### src/rtl/instr_fetch_unit.sv
// Instruction fetch stage: owns the PC, drives instruction memory, and buffers fetched words
// with their PCs in a 2-entry queue toward decode. Redirects flush the queue.
module instr_fetch_unit #(
    parameter logic [15:0] RESET_PC = 16'h0000,
    parameter int unsigned QDEPTH   = 2
) (
    input  logic        CLK,
    input  logic        RST,
    input  logic        REDIRECT,
    input  logic [15:0] REDIRECT_PC,
    output logic [15:0] IMEM_ADDR,
    input  logic [31:0] IMEM_INSTR,
    output logic        OUT_VALID,
    input  logic        OUT_READY,
    output logic [31:0] OUT_INSTR,
    output logic [15:0] OUT_PC,
    output logic        ALIGN_FAULT
);

    typedef enum logic [0:0] {StFetch, StFault} state_e;

    state_e      state_q, state_d;
    logic [15:0] pc_q, pc_d;
    logic [1:0]  count_q, count_d;
    logic        rd_ptr_q, rd_ptr_d;
    logic        wr_ptr_q, wr_ptr_d;
    logic [31:0] q_instr_q [2];
    logic [15:0] q_pc_q [2];
    logic [31:0] hold_instr_q;
    logic [15:0] hold_pc_q;

    logic fetch_en;
    logic q_full;
    logic issue;
    logic pop;

    // ---------------- FSM: state register ----------------
    always_ff @(posedge CLK) begin
        if (RST) begin
            state_q <= StFetch;
        end else begin
            state_q <= state_d;
        end
    end

    // ---------------- FSM: next state ----------------
    always_comb begin
        state_d = state_q;
        if (REDIRECT) begin
            state_d = (REDIRECT_PC[1:0] == 2'b00) ? StFetch : StFault;
        end
    end

    // ---------------- FSM: outputs ----------------
    always_comb begin
        fetch_en    = 1'b0;
        ALIGN_FAULT = 1'b0;
        unique case (state_q)
            StFetch: fetch_en    = 1'b1;
            StFault: ALIGN_FAULT = 1'b1;
            default: ;
        endcase
    end

    // Issue ignores OUT_READY so there is no combinational ready-to-address path.
    assign q_full    = (count_q == 2'(QDEPTH));
    assign issue     = fetch_en && !q_full && !REDIRECT;
    assign OUT_VALID = (count_q != 2'd0);
    assign pop       = OUT_VALID && OUT_READY;
    assign IMEM_ADDR = pc_q;

    always_comb begin
        pc_d     = pc_q;
        count_d  = count_q;
        rd_ptr_d = rd_ptr_q;
        wr_ptr_d = wr_ptr_q;
        if (REDIRECT) begin
            // Discards the in-flight word and any pop this cycle.
            pc_d     = REDIRECT_PC;
            count_d  = 2'd0;
            rd_ptr_d = 1'b0;
            wr_ptr_d = 1'b0;
        end else begin
            if (issue) begin
                pc_d     = pc_q + 16'd4;
                wr_ptr_d = ~wr_ptr_q;
            end
            if (pop) begin
                rd_ptr_d = ~rd_ptr_q;
            end
            case ({issue, pop})
                2'b10:   count_d = count_q + 2'd1;
                2'b01:   count_d = count_q - 2'd1;
                default: count_d = count_q;
            endcase
        end
    end

    always_ff @(posedge CLK) begin
        if (RST) begin
            pc_q     <= RESET_PC;
            count_q  <= 2'd0;
            rd_ptr_q <= 1'b0;
            wr_ptr_q <= 1'b0;
        end else begin
            pc_q     <= pc_d;
            count_q  <= count_d;
            rd_ptr_q <= rd_ptr_d;
            wr_ptr_q <= wr_ptr_d;
        end
    end

    always_ff @(posedge CLK) begin
        if (RST) begin
            q_instr_q[0] <= 32'd0;
            q_instr_q[1] <= 32'd0;
            q_pc_q[0]    <= 16'd0;
            q_pc_q[1]    <= 16'd0;
        end else if (issue) begin
            q_instr_q[wr_ptr_q] <= IMEM_INSTR;
            q_pc_q[wr_ptr_q]    <= pc_q;
        end
    end

    // Outputs hold the last presented entry while the queue is empty.
    always_ff @(posedge CLK) begin
        if (RST) begin
            hold_instr_q <= 32'd0;
            hold_pc_q    <= 16'd0;
        end else begin
            hold_instr_q <= OUT_INSTR;
            hold_pc_q    <= OUT_PC;
        end
    end

    always_comb begin
        OUT_INSTR = hold_instr_q;
        OUT_PC    = hold_pc_q;
        if (OUT_VALID) begin
            OUT_INSTR = q_instr_q[rd_ptr_q];
            OUT_PC    = q_pc_q[rd_ptr_q];
        end
    end

endmodule

### config.mk
export PLATFORM = sky130hd
export DESIGN_NAME = instr_fetch_unit
export DESIGN_NICKNAME = d
export VERILOG_FILES = /design/src/rtl/instr_fetch_unit.sv
export SDC_FILE = /design/constraint.sdc
export NUM_CORES = 1
export LEC_CHECK = 0
export BUFFER_PORTS_ARGS = -buffer_cell sky130_fd_sc_hd__buf_2
export CAP_MARGIN = 20
export CORE_AREA = 5 5 124 126
export CTS_CLUSTER_DIAMETER = 150
export DETAILED_ROUTE_END_ITERATION = 10
export DIE_AREA = 0 0 129 131
export MAX_ROUTING_LAYER = met4
export PLACE_DENSITY_LB_ADDON = 0.2
export SLEW_MARGIN = 0
export SYNTH_ARGS = -nofsm -noshare
export SYNTH_HDL_FRONTEND = slang
export SYNTH_SLANG_ARGS = --single-unit
### constraint.sdc
create_clock -name CLK -period 14.2 [get_ports CLK]
set_input_delay 2.84 -clock CLK [delete_from_list [all_inputs] [get_ports CLK]]
set_output_delay 2.84 -clock CLK [all_outputs]
set_load 0.02 [all_outputs]
**Yosys cells after proc, flatten, opt, wreduce, memory -nomap -nowiden**

Memory sizes are Yosys's and may differ from the RTL's. A register that Yosys moved wholly into a read port is not among the register bits.
Index checks and enable logic that the tools add are counted.

- RAM bits: 96
- Memories kept: 2
- Input port bits: 52
- Bits in registers: 69
- Word-level logic and storage cells: 52

- $add $sub $neg: 3
- Bitwise operators: 2
- Equal/unequal tests: 3
- Mux-type cells: 23
- Reductions and logical operators: 12

Memory list:

| name | depth | width | rd ports | clocked after Yosys merged registers in | write ports | RTL line | RTL |
|---|---|---|---|---|---|---|---|
| q_instr_q | 2 | 32 | 1 | 1 | 2 | 27 | `logic [31:0] q_instr_q [2];` |
| q_pc_q | 2 | 16 | 1 | 1 | 2 | 28 | `logic [15:0] q_pc_q [2];` |

Operator list:

| operator | count |
|---|---|
| 16-bit 2-to-1 mux | 4 |
| 32-bit 2-to-1 mux | 2 |
| 32-bit OR reduction | 1 |
| 16-bit by 3-bit adder with 16-bit output, second input constant | 1 |
| 1-bit 2-to-1 mux | 16 |
| 16-bit OR reduction | 1 |
| 2-bit nonzero test | 3 |
| 2-bit == test, second input constant | 2 |
| 2-bit case mux with 2 select lines | 1 |
| 1-bit logical AND | 3 |
| 2-bit by 1-bit adder with 2-bit output, second input constant | 1 |
| 2-bit by 1-bit == test with 1-bit output, second input constant | 1 |
| 1-bit logical NOT | 2 |
| 2-bit logical NOT | 1 |
| 1-bit NOT | 2 |
| 2-bit OR reduction | 1 |
| 2-bit by 1-bit subtractor with 2-bit output, second input constant | 1 |

**Longest topological paths before layout**

Gate-level depths: netlist of the first run.

- Depth after elaboration: 9
- Mapped depth: 8
- Mapped depth without buffers: 8

**Worst setup path before layout of the first run**

No wires, ideal clock.

- Path type: input to register
- Start point: input REDIRECT
- End point: memory q_instr_q[0][0] (enable)
- Data required time: 13.680 ns
- Arrival time: 6.731 ns
- Buffers on the path: 1
- Stages on the path: 3
- Path slack: 6.949 ns
- Setup time: 0.520 ns
- Cell sequence: or3_1 > buf_2 > o21ai_0

RTL lines:

| element | RTL line | RTL |
|---|---|---|
| start, declared | 9 | `input logic REDIRECT,` |
| end, declared | 27 |  |

==> results of run 1 <==
## flip-flops by register name, indices dropped and copies added (netlist names), named ones only
register	flops
hold_instr_q	32
hold_pc_q	16
rd_ptr_q	1
IMEM_ADDR	16
wr_ptr_q	1
count_q	2
q_pc_q	32
state_q	1
q_instr_q	64
## layout by cell type, fill, tap and decap left out, types with 6 or more instances in the layout
master,count
buf_2,117
and2_1,114
edfxtp_1,96
dfxtp_1,69
o21ai_0,54
nand2_1,52
mux2i_1,50
nor2b_1,29
nor2_1,18
clkbuf_16,17
xnor2_1,11
nor3_1,9
a211oi_1,8
clkinv_1,6
nand3_1,6
## power by group through the flow
| stage | logic (mW) | registers (mW) | clock network, mW |
|---|---|---|---|
| floorplan | 0.0630 | 0.562 | 0 |
| finish | 0.102 | 0.551 | 0.434 |
| detailed placement | 0.104 | 0.561 | 0 |
| global route | 0.114 | 0.554 | 0.463 |
| global placement | 0.100 | 0.560 | 0 |
| CTS | 0.104 | 0.551 | 0.440 |
## area by class of cell
cell class                      count  area, µm²  area share (%)
Timing Repair Buffer              124        663            8.07
Sequential cell                   166       4290            52.2
Tap cell                          184        230            2.80
Clock buffer                       19        443            5.39
Inverter                            6       22.5           0.274
Clock inverter                     13        113            1.37
Multi-Input combinational cell    385       2460            29.9
## layer usage
| metal | share of wire [%] | global-route usage [%] |
|---|---|---|
| met5 | 0 | - |
| met4 | 1.4 | 6.36 |
| met3 | 5.5 | 4.39 |
| met2 | 49 | 29.7 |
| met1 | 44 | 22.1 |
## through the flow
step / setup slack (ns) / area (µm²) / hold slack [ns] / instances
after floorplan: 6.95 / 6890 / 0.520 / 596
after global placement: 8.55 / 7620 / 0.530 / 863
after detailed placement: 8.45 / 7640 / 0.529 / 864
after CTS: 8.89 / 8200 / 0.548 / 896
after global routing: 9.02 / 8220 / 0.576 / 897
final: 9.17 / 8220 / 0.546 / 897
## how the worst max path moves through the flow
stage | end | slack [ns] | cells after the start | startpoint
after floorplan | q_instr_q[0][0] | 6.95 | 3 | REDIRECT
after global placement | q_instr_q[0][26] | 8.55 | 4 | RST
after detailed placement | q_instr_q[0][30] | 8.45 | 4 | RST
after CTS | q_pc_q[0][0] | 8.89 | 4 | RST
after global routing | OUT_INSTR[15] | 9.02 | 4 | count_q[0]
final | OUT_PC[15] | 9.17 | 4 | register
## worst reg2reg max path, stage by stage (launching register included)
cell,delay (ns)
dfxtp_1,0.46
nor2b_2,0.16
or3_1,0.52
o21ai_4,0.57
buf_4,0.50
## cell families after synthesis
kind of cell | count (synthesis)
multiplexers | 50
flip-flops | 166
XOR/XNOR | 12
adder cells (fa/ha/maj) | 2
AO/OA/AOI/OAI | 72
AND/OR/NAND/NOR | 249
buffers and inverters | 45
==> run summary, run 1 <==
Top FF cell, synth = edfxtp_1
Area Growth Syn to Fin = 19.2%
Setup Fix Bufs, Post-CTS = 0
FMAX = 0.199 GHz
vias in the first global route = 4570
total grt overflow = 0
first-pass GRT wire length = 22.9 mm
Clock transition at path regs = 0.06 ns
FF+latch count, synth = 166
area leader, netlist = edfxtp_1
Detailed Route Iter0 Violations = 293
setup violators final = 0
crit path cell chain = buf_4 -> mux2i_1 -> o21ai_0 -> buf_2
Synth top cells by count = and2_1 (114), edfxtp_1 (96), dfxtp_1 (70), o21ai_0 (55), nand2_1 (52)
crit path DAT = 2.19 ns
EDFF count, synth = 96
Reg2Reg Depth = 4
per-cell routed wire length = 15.6 µm
XOR/XNOR Fraction of Synth Area = 1.52%
worst vdd ir = 0.104 mV
Pint = 0.833 mW
die width = 129 µm
Design Power = 1.09 mW
reg2reg end = q_instr_q[0][23]
Final Hold Fails = 0
Die Ht = 131 µm
Comb power frac = 9.4%
synthesized area per cell = 11.6 µm²
Setup crit end kind = output pin
worst r2r src = count_q[0]
async set or reset register ratio after synthesis = 0%
FP Rows = 44
Top delay family on crit path = buffers and inverters
Synthesized Nets = 650
Simple-Gate Fraction of Synth Area = 20.1%
Synth Instances = 596
die area = 0.0169 mm²
gpl congestion = 0.825
TNS Setup = 0 ns
Buf/Inv on CP = 2
GRT Total Usage = 18.2%
starting density of the core = 48.5%
Pre-Repair DR Iteration Count = 4
Yosys top cell area share = 41.8%
clk_skew = 0.00914 ns
crit path kind = register to output pin
CTS buffer count = 17
Synth Area in Adders = 0.363%
P per Cell Area = 132 mW/mm²
worst slew pin tran = 0.857 ns
sequential share of the synthesized area = 62.1%
H-tree Lvls = 4
initial antenna violation count = 0
total net switching power = 0.254 mW
Compound-Gate Fraction of Synth Area = 5.95%
Synth Cell Area = 0.00689 mm²
largest net degree at the start of global routing = 97
Hold Buf Count CTS = 0
max-slew headroom at the worst pin = 42.8%
layout cell share with drive strength beyond 1 = 22.2%
ratio of final minimum period to clock period = 35.4%
minimum clock period = 5.03 ns
CP required = 11.36 ns
Yosys cell types = 38
Nets = 754
io pins = 118
Flop pwr share = 50.7%
CP max-delay cell = buf_4
antenna cells = 0
P_leak = 3.21 nW
PortBufs = 117
core box area = 0.0142 mm²
cell with the most instances after synthesis = and2_1
hold crit path type = register to register
Clock Power Share = 39.9%
clk sink count = 166
Area contributors post-synth = edfxtp_1 (42%), dfxtp_1 (20%), and2_1 (10%)
Max-Cap Viols = 0
TritonCTS clock tree = done
max-slew violation count = 0
HP Start = rd_ptr_q
Clock Path Buffers = 2
fillcell total = 1208
RSZ-0062 raised after global routing = no
CP Launch Type = register
hold path cells = 2
Worst Path Max Fanout = 48
Routed WL = 14.0 mm
mux contribution to synthesized area = 7.26%
remaining antenna violation count after routing = 0
Warnings, synthesis = 0
slowest stage delay, CP = 0.65 ns
vias per inst = 5.06
R2R Setup Slk = 11.62 ns
Final HPWL DP = 9.16 mm
root buf cell = clkbuf_16
clock latency on the worst-skew pair = 0.42 ns
Switching Share = 23.4%
status = finished clean
cts repair resizes = 0
fin util = 57.8%
routed vias = 4539
largest family of logic cells by synthesized area = simple AND/OR/NAND/NOR gates
number of remaining DRC errors = 0
(Power assumes the default switching activity.)
==> run 2: changes to the inputs <==
- clock period: 14.2 -> 4.1 ns (I/O delays scaled with it)
==> run summary, run 2 (synthesis gave the netlist of run 1 again) <==
H-tree Lvls = 4
FP Rows = 44
critical path depth = 5
Largest register FFs = 64
Pint = 2.97 mW
RSZ-0062 raised after global routing = no
crit path capture = OUT_PC[9]
Top delay family on crit path = simple AND/OR/NAND/NOR gates
TritonCTS clock tree = done
commonest non-fill, non-tap cell in the layout = buf_2
Final HPWL DP = 9.35 mm
clk_skew = 0.00844 ns
placed insts = 865
antenna cells = 0
Clock Power Share = 41.2%
vias per inst = 5.06
number of remaining DRC errors = 0
PortBufs = 117
setup violators final = 0
status = finished clean
CP required = 3.28 ns
initial antenna violation count = 0
Worst Path Max Fanout = 41
Flop pwr share = 49.7%
Pre-Repair DR Iteration Count = 4
max-slew violation count = 0
total net switching power = 0.876 mW
Final Hold Fails = 0
Switching Share = 22.8%
total grt overflow = 0
remaining antenna violation count after routing = 0
die area = 0.0169 mm²
Clock transition at path regs = 0.06 ns
max-slew headroom at the worst pin = 42.1%
Setup Fix Bufs, Post-CTS = 0
worst slew pin tran = 0.869 ns
crit path cell chain = nor2_4 -> buf_4 -> nand2_1 -> o21ai_0 -> buf_2
crit path kind = register to output pin
crit path from = count_q[0]
vias in the first global route = 4499
GRT Total Usage = 18.1%
CP max-delay cell = nor2_4
Area Growth Syn to Fin = 19.7%
P per Cell Area = 466 mW/mm²
Finished Cell Area = 0.00825 mm²
slowest stage delay, CP = 0.63 ns
minimum clock period = 3.11 ns
Buf/Inv on CP = 2
io pins = 118
Post-Layout Cell Count = 897
commonest cells after routing, fill and taps aside = buf_2 (117), and2_1 (114), edfxtp_1 (96)
per-cell routed wire length = 15.6 µm
Nets = 754
worst r2r src = count_q[0]
clock latency on the worst-skew pair = 0.42 ns
ratio of final minimum period to clock period = 75.9%
cts repair resizes = 0
first-pass GRT wire length = 22.6 mm
starting density of the core = 48.5%
Max-Cap Viols = 0
crit path DAT = 2.29 ns
placed cell area = 0.00766 mm²
die width = 129 µm
Hold Buf Count CTS = 0
gpl congestion = 0.837
Die Ht = 131 µm
Largest Register = q_instr_q
CTS buffer count = 17
R2R Setup Slk = 1.62 ns
Reg2Reg Depth = 5
Clock Path Buffers = 2
clk sink count = 166
FMAX = 0.321 GHz
hold crit path type = register to register
Setup crit end kind = output pin
biggest regs = q_instr_q x64, hold_instr_q x32, q_pc_q x32
core box area = 0.0142 mm²
largest net degree at the start of global routing = 49
worst vdd ir = 0.359 mV
layout cell share with drive strength beyond 1 = 22.6%
root buf cell = clkbuf_16
TNS Setup = 0 ns
reg2reg end = q_pc_q[1][0]
Routed WL = 14.0 mm
fin util = 58.1%
Detailed Route Iter0 Violations = 233
P_leak = 3.23 nW
routed vias = 4538
CP Launch Type = register
Comb power frac = 9.2%
[run 2: changes by cell type in the layout (fill, tap and decap cells not counted)]
cell,previous run,this run
clkinv_1,6,1
clkinv_4,1,0
clkbuf_1,1,3
bufinv_16,2,3
dfxtp_4,0,1
clkinv_2,5,6
clkbuf_8,1,2
dfxtp_2,1,0
clkinvlp_4,0,1
[run 2: tightest hold or removal path, stage by stage, from the launching register on]
cell and delay, ns:
dfxtp_1 0.33, xnor2_1 0.14, nor3_1 0.05
[run 2: area by class of cell]
type	instances	area, µm²
well taps	184	230
clock inverters	10	128
clock buffers	22	464
repair buffers	124	663
fillers	1181	5950
inverters	6	22.5
multi-input cells	385	2460
flip-flops and latches	166	4290
[run 2: per-layer routing]
| layer | up-vias | global-route usage [%] | part of all wire (%) |
|---|---|---|---|
| met2 | 107 | 29.1 | 49 |
| met5 | - | - | 0 |
| met1 | 2135 | 22.2 | 45 |
| met4 | 0 | 7.35 | 1.9 |
| li1 | 2277 | - | - |
| met3 | 19 | 4.23 | 4.7 |
[run 2: how the worst min path moves through the flow]
stage | startpoint | to | slack, ns | cells past startpoint
2_1_floorplan | rd_ptr_q | register | 0.52 | 2
3_3_place_gp | rd_ptr_q | register | 0.52 | 2
3_5_place_dp | rd_ptr_q | register | 0.53 | 2
4_1_cts | rd_ptr_q | register | 0.54 | 2
5_1_grt | rd_ptr_q | register | 0.59 | 2
6_report | rd_ptr_q | register | 0.54 | 2
[run 2: power groups by stage]
stage | Sequential [mW] | Clock (mW) | Combinational, mW
after global routing | 1.92 | 1.69 | 0.392
after CTS | 1.91 | 1.62 | 0.360
after floorplan | 1.94 | 0 | 0.218
final | 1.91 | 1.58 | 0.353
after global placement | 1.94 | 0 | 0.350
after detailed placement | 1.95 | 0 | 0.359
[run 2: per-stage QoR]
step	worst slack (ns)	hold slack (ns)	power [mW]
finish	0.987	0.545	3.85
global route	0.729	0.593	4.00
CTS	0.933	0.543	3.89
detailed placement	1.10	0.525	2.31
global placement	1.19	0.523	2.29
floorplan	0.171	0.520	2.16
==> run 3: changes to the inputs <==
- ABC_AREA: not set -> 1
- clock period: 4.1 -> 3.2 ns (I/O delays scaled with it)
==> run summary, run 3 <==
Design Power = 5.08 mW
per-cell routed wire length = 15.4 µm
number of remaining DRC errors = 0
commonest non-fill, non-tap cell in the layout = nor2_1
antenna cells = 0
worst r2r src = count_q[0]
Detailed Route Iter0 Violations = 435
CP required = 2.56 ns
starting density of the core = 48.8%
Area contributors post-synth = edfxtp_1 (42%), dfxtp_1 (20%), nor2_1 (8.6%)
FMAX = 0.347 GHz
P_leak = 3.67 nW
minimum clock period = 2.88 ns
vias in the first global route = 5408
Setup crit end kind = output pin
Largest register FFs = 64
Pre-Repair DR Iteration Count = 5
cts repair resizes = 0
routed vias = 5236
Yosys top cell area share = 41.6%
hold crit path type = register to register
biggest regs = q_instr_q x64, hold_instr_q x32, q_pc_q x32
ratio of final minimum period to clock period = 90.1%
async set or reset register ratio after synthesis = 0%
CP Launch Type = register
largest net degree at the start of global routing = 53
sequential share of the synthesized area = 61.8%
FF+latch count, synth = 166
H-tree Lvls = 4
gpl congestion = 0.877
GRT Total Usage = 20.7%
die width = 129 µm
first-pass GRT wire length = 26.3 mm
worst hold margin = 0.455 ns
P per Cell Area = 618 mW/mm²
fillcell total = 1257
clock latency on the worst-skew pair = 0.42 ns
CTS buffer count = 17
Hold Buf Count CTS = 0
clk_skew = 0.00424 ns
worst vdd ir = 0.447 mV
synthesized area per cell = 9.35 µm²
setup violators final = 0
HP Start = rd_ptr_q
fin util = 57.9%
EDFF count, synth = 96
crit path kind = register to output pin
FP Rows = 44
Die Ht = 131 µm
Yosys cell types = 27
TNS Setup = 0 ns
vias per inst = 5.01
Synthesized Nets = 795
Worst Path Max Fanout = 35
root buf cell = clkbuf_16
commonest cells after routing, fill and taps aside = nor2_1 (159), buf_2 (117), a21oi_1 (100)
clk sink count = 166
Synth top cells by count = nor2_1 (159), a21oi_1 (100), edfxtp_1 (96), nand2_1 (96), dfxtp_1 (70)
crit path from = count_q[0]
Largest Register = q_instr_q
crit path DAT = 2.24 ns
Clock Path Buffers = 2
cell with the most instances after synthesis = nor2_1
Final Hold Fails = 0
Clock transition at path regs = 0.06 ns
initial antenna violation count = 0
Max-Cap Viols = 0
remaining antenna violation count after routing = 0
Synth Instances = 741
max-slew headroom at the worst pin = 52.0%
Warnings, synthesis = 0
io pins = 118
RSZ-0062 raised after global routing = no
Final HPWL DP = 10.2 mm
die area = 0.0169 mm²
layout cell share with drive strength beyond 1 = 21.5%
Routed WL = 16.1 mm
TritonCTS clock tree = done
placed insts = 1014
Synth Cell Area = 0.00693 mm²
Nets = 903
area leader, netlist = edfxtp_1
Area Growth Syn to Fin = 18.6%
Setup Fix Bufs, Post-CTS = 0
max-slew violation count = 0
total grt overflow = 0
status = finished clean
Post-Layout Cell Count = 1046
worst slew pin tran = 0.720 ns
core box area = 0.0142 mm²
PortBufs = 117
Top FF cell, synth = edfxtp_1
-- run 3: cell types whose count changed after synthesis, moves of 45 or more --
cell / change
nor2_1: +140
a21oi_1: +100
and2_1: -66
inv_1: +56
mux2i_1: -50
o21ai_0: -45
-- run 3: stage by stage --
| step | instance area, µm² | worst slack [ns] |
|---|---|---|
| global route | 8220 | 0.112 |
| floorplan | 6930 | 0.270 |
| CTS | 8220 | 0.295 |
| global placement | 7680 | 0.839 |
| finish | 8220 | 0.318 |
| detailed placement | 7680 | 0.745 |
-- run 3: layer usage --
metal / up-vias / part of all wire, % / GRT usage (%)
met2: 150 / 49 / 33.6
li1: 2632 / - / -
met4: 0 / 1.2 / 6.24
met5: - / 0 / -
met3: 16 / 5.7 / 4.67
met1: 2438 / 44 / 26.1
-- run 3: final cells by class --
type | count | area, µm² | area share [%]
clock buffer | 21 | 460 | 5.60
clock inverter | 11 | 82.6 | 1.00
inverter | 66 | 248 | 3.01
multi-input combinational | 469 | 2200 | 26.8
sequential | 166 | 4290 | 52.1
tap | 184 | 230 | 2.80
timing repair buffer | 129 | 713 | 8.67
-- run 3: kinds of logic (layout without fill, tap and decap cells) --
kind of cell | count (synthesis) | in the layout | synth area share (%)
xor+xnor | 5 | 5 | 0.632
compound gates | 136 | 136 | 10.6
flops | 166 | 166 | 61.8
simple gates | 326 | 326 | 20.0
fa+ha+maj | 2 | 2 | 0.361
buf+inv | 106 | 227 | 6.53
-- run 3: worst paths after layout --
kind	cells past startpoint	endpoint	slack [ns]
worst max-delay path	6	OUT_INSTR[10]	0.32
worst min-delay path	1	register	0.46
worst max register to register	9	count_q[1]	1.02
worst min register to register	1	register	0.46
-- run 3: critical path: stages, from the launching register on --
cell	delay, ns
dfxtp_1	0.47
nor2_4	0.05
inv_2	0.53
buf_4	0.34
nor2_1	0.07
a21oi_1	0.16
buf_2	0.20
-- run 3: power breakdown --
part,internal (mW),total [mW],switching [mW]
logic,0.239,0.732,0.493
registers,2.41,2.46,0.0563
clock network,1.10,1.89,0.789
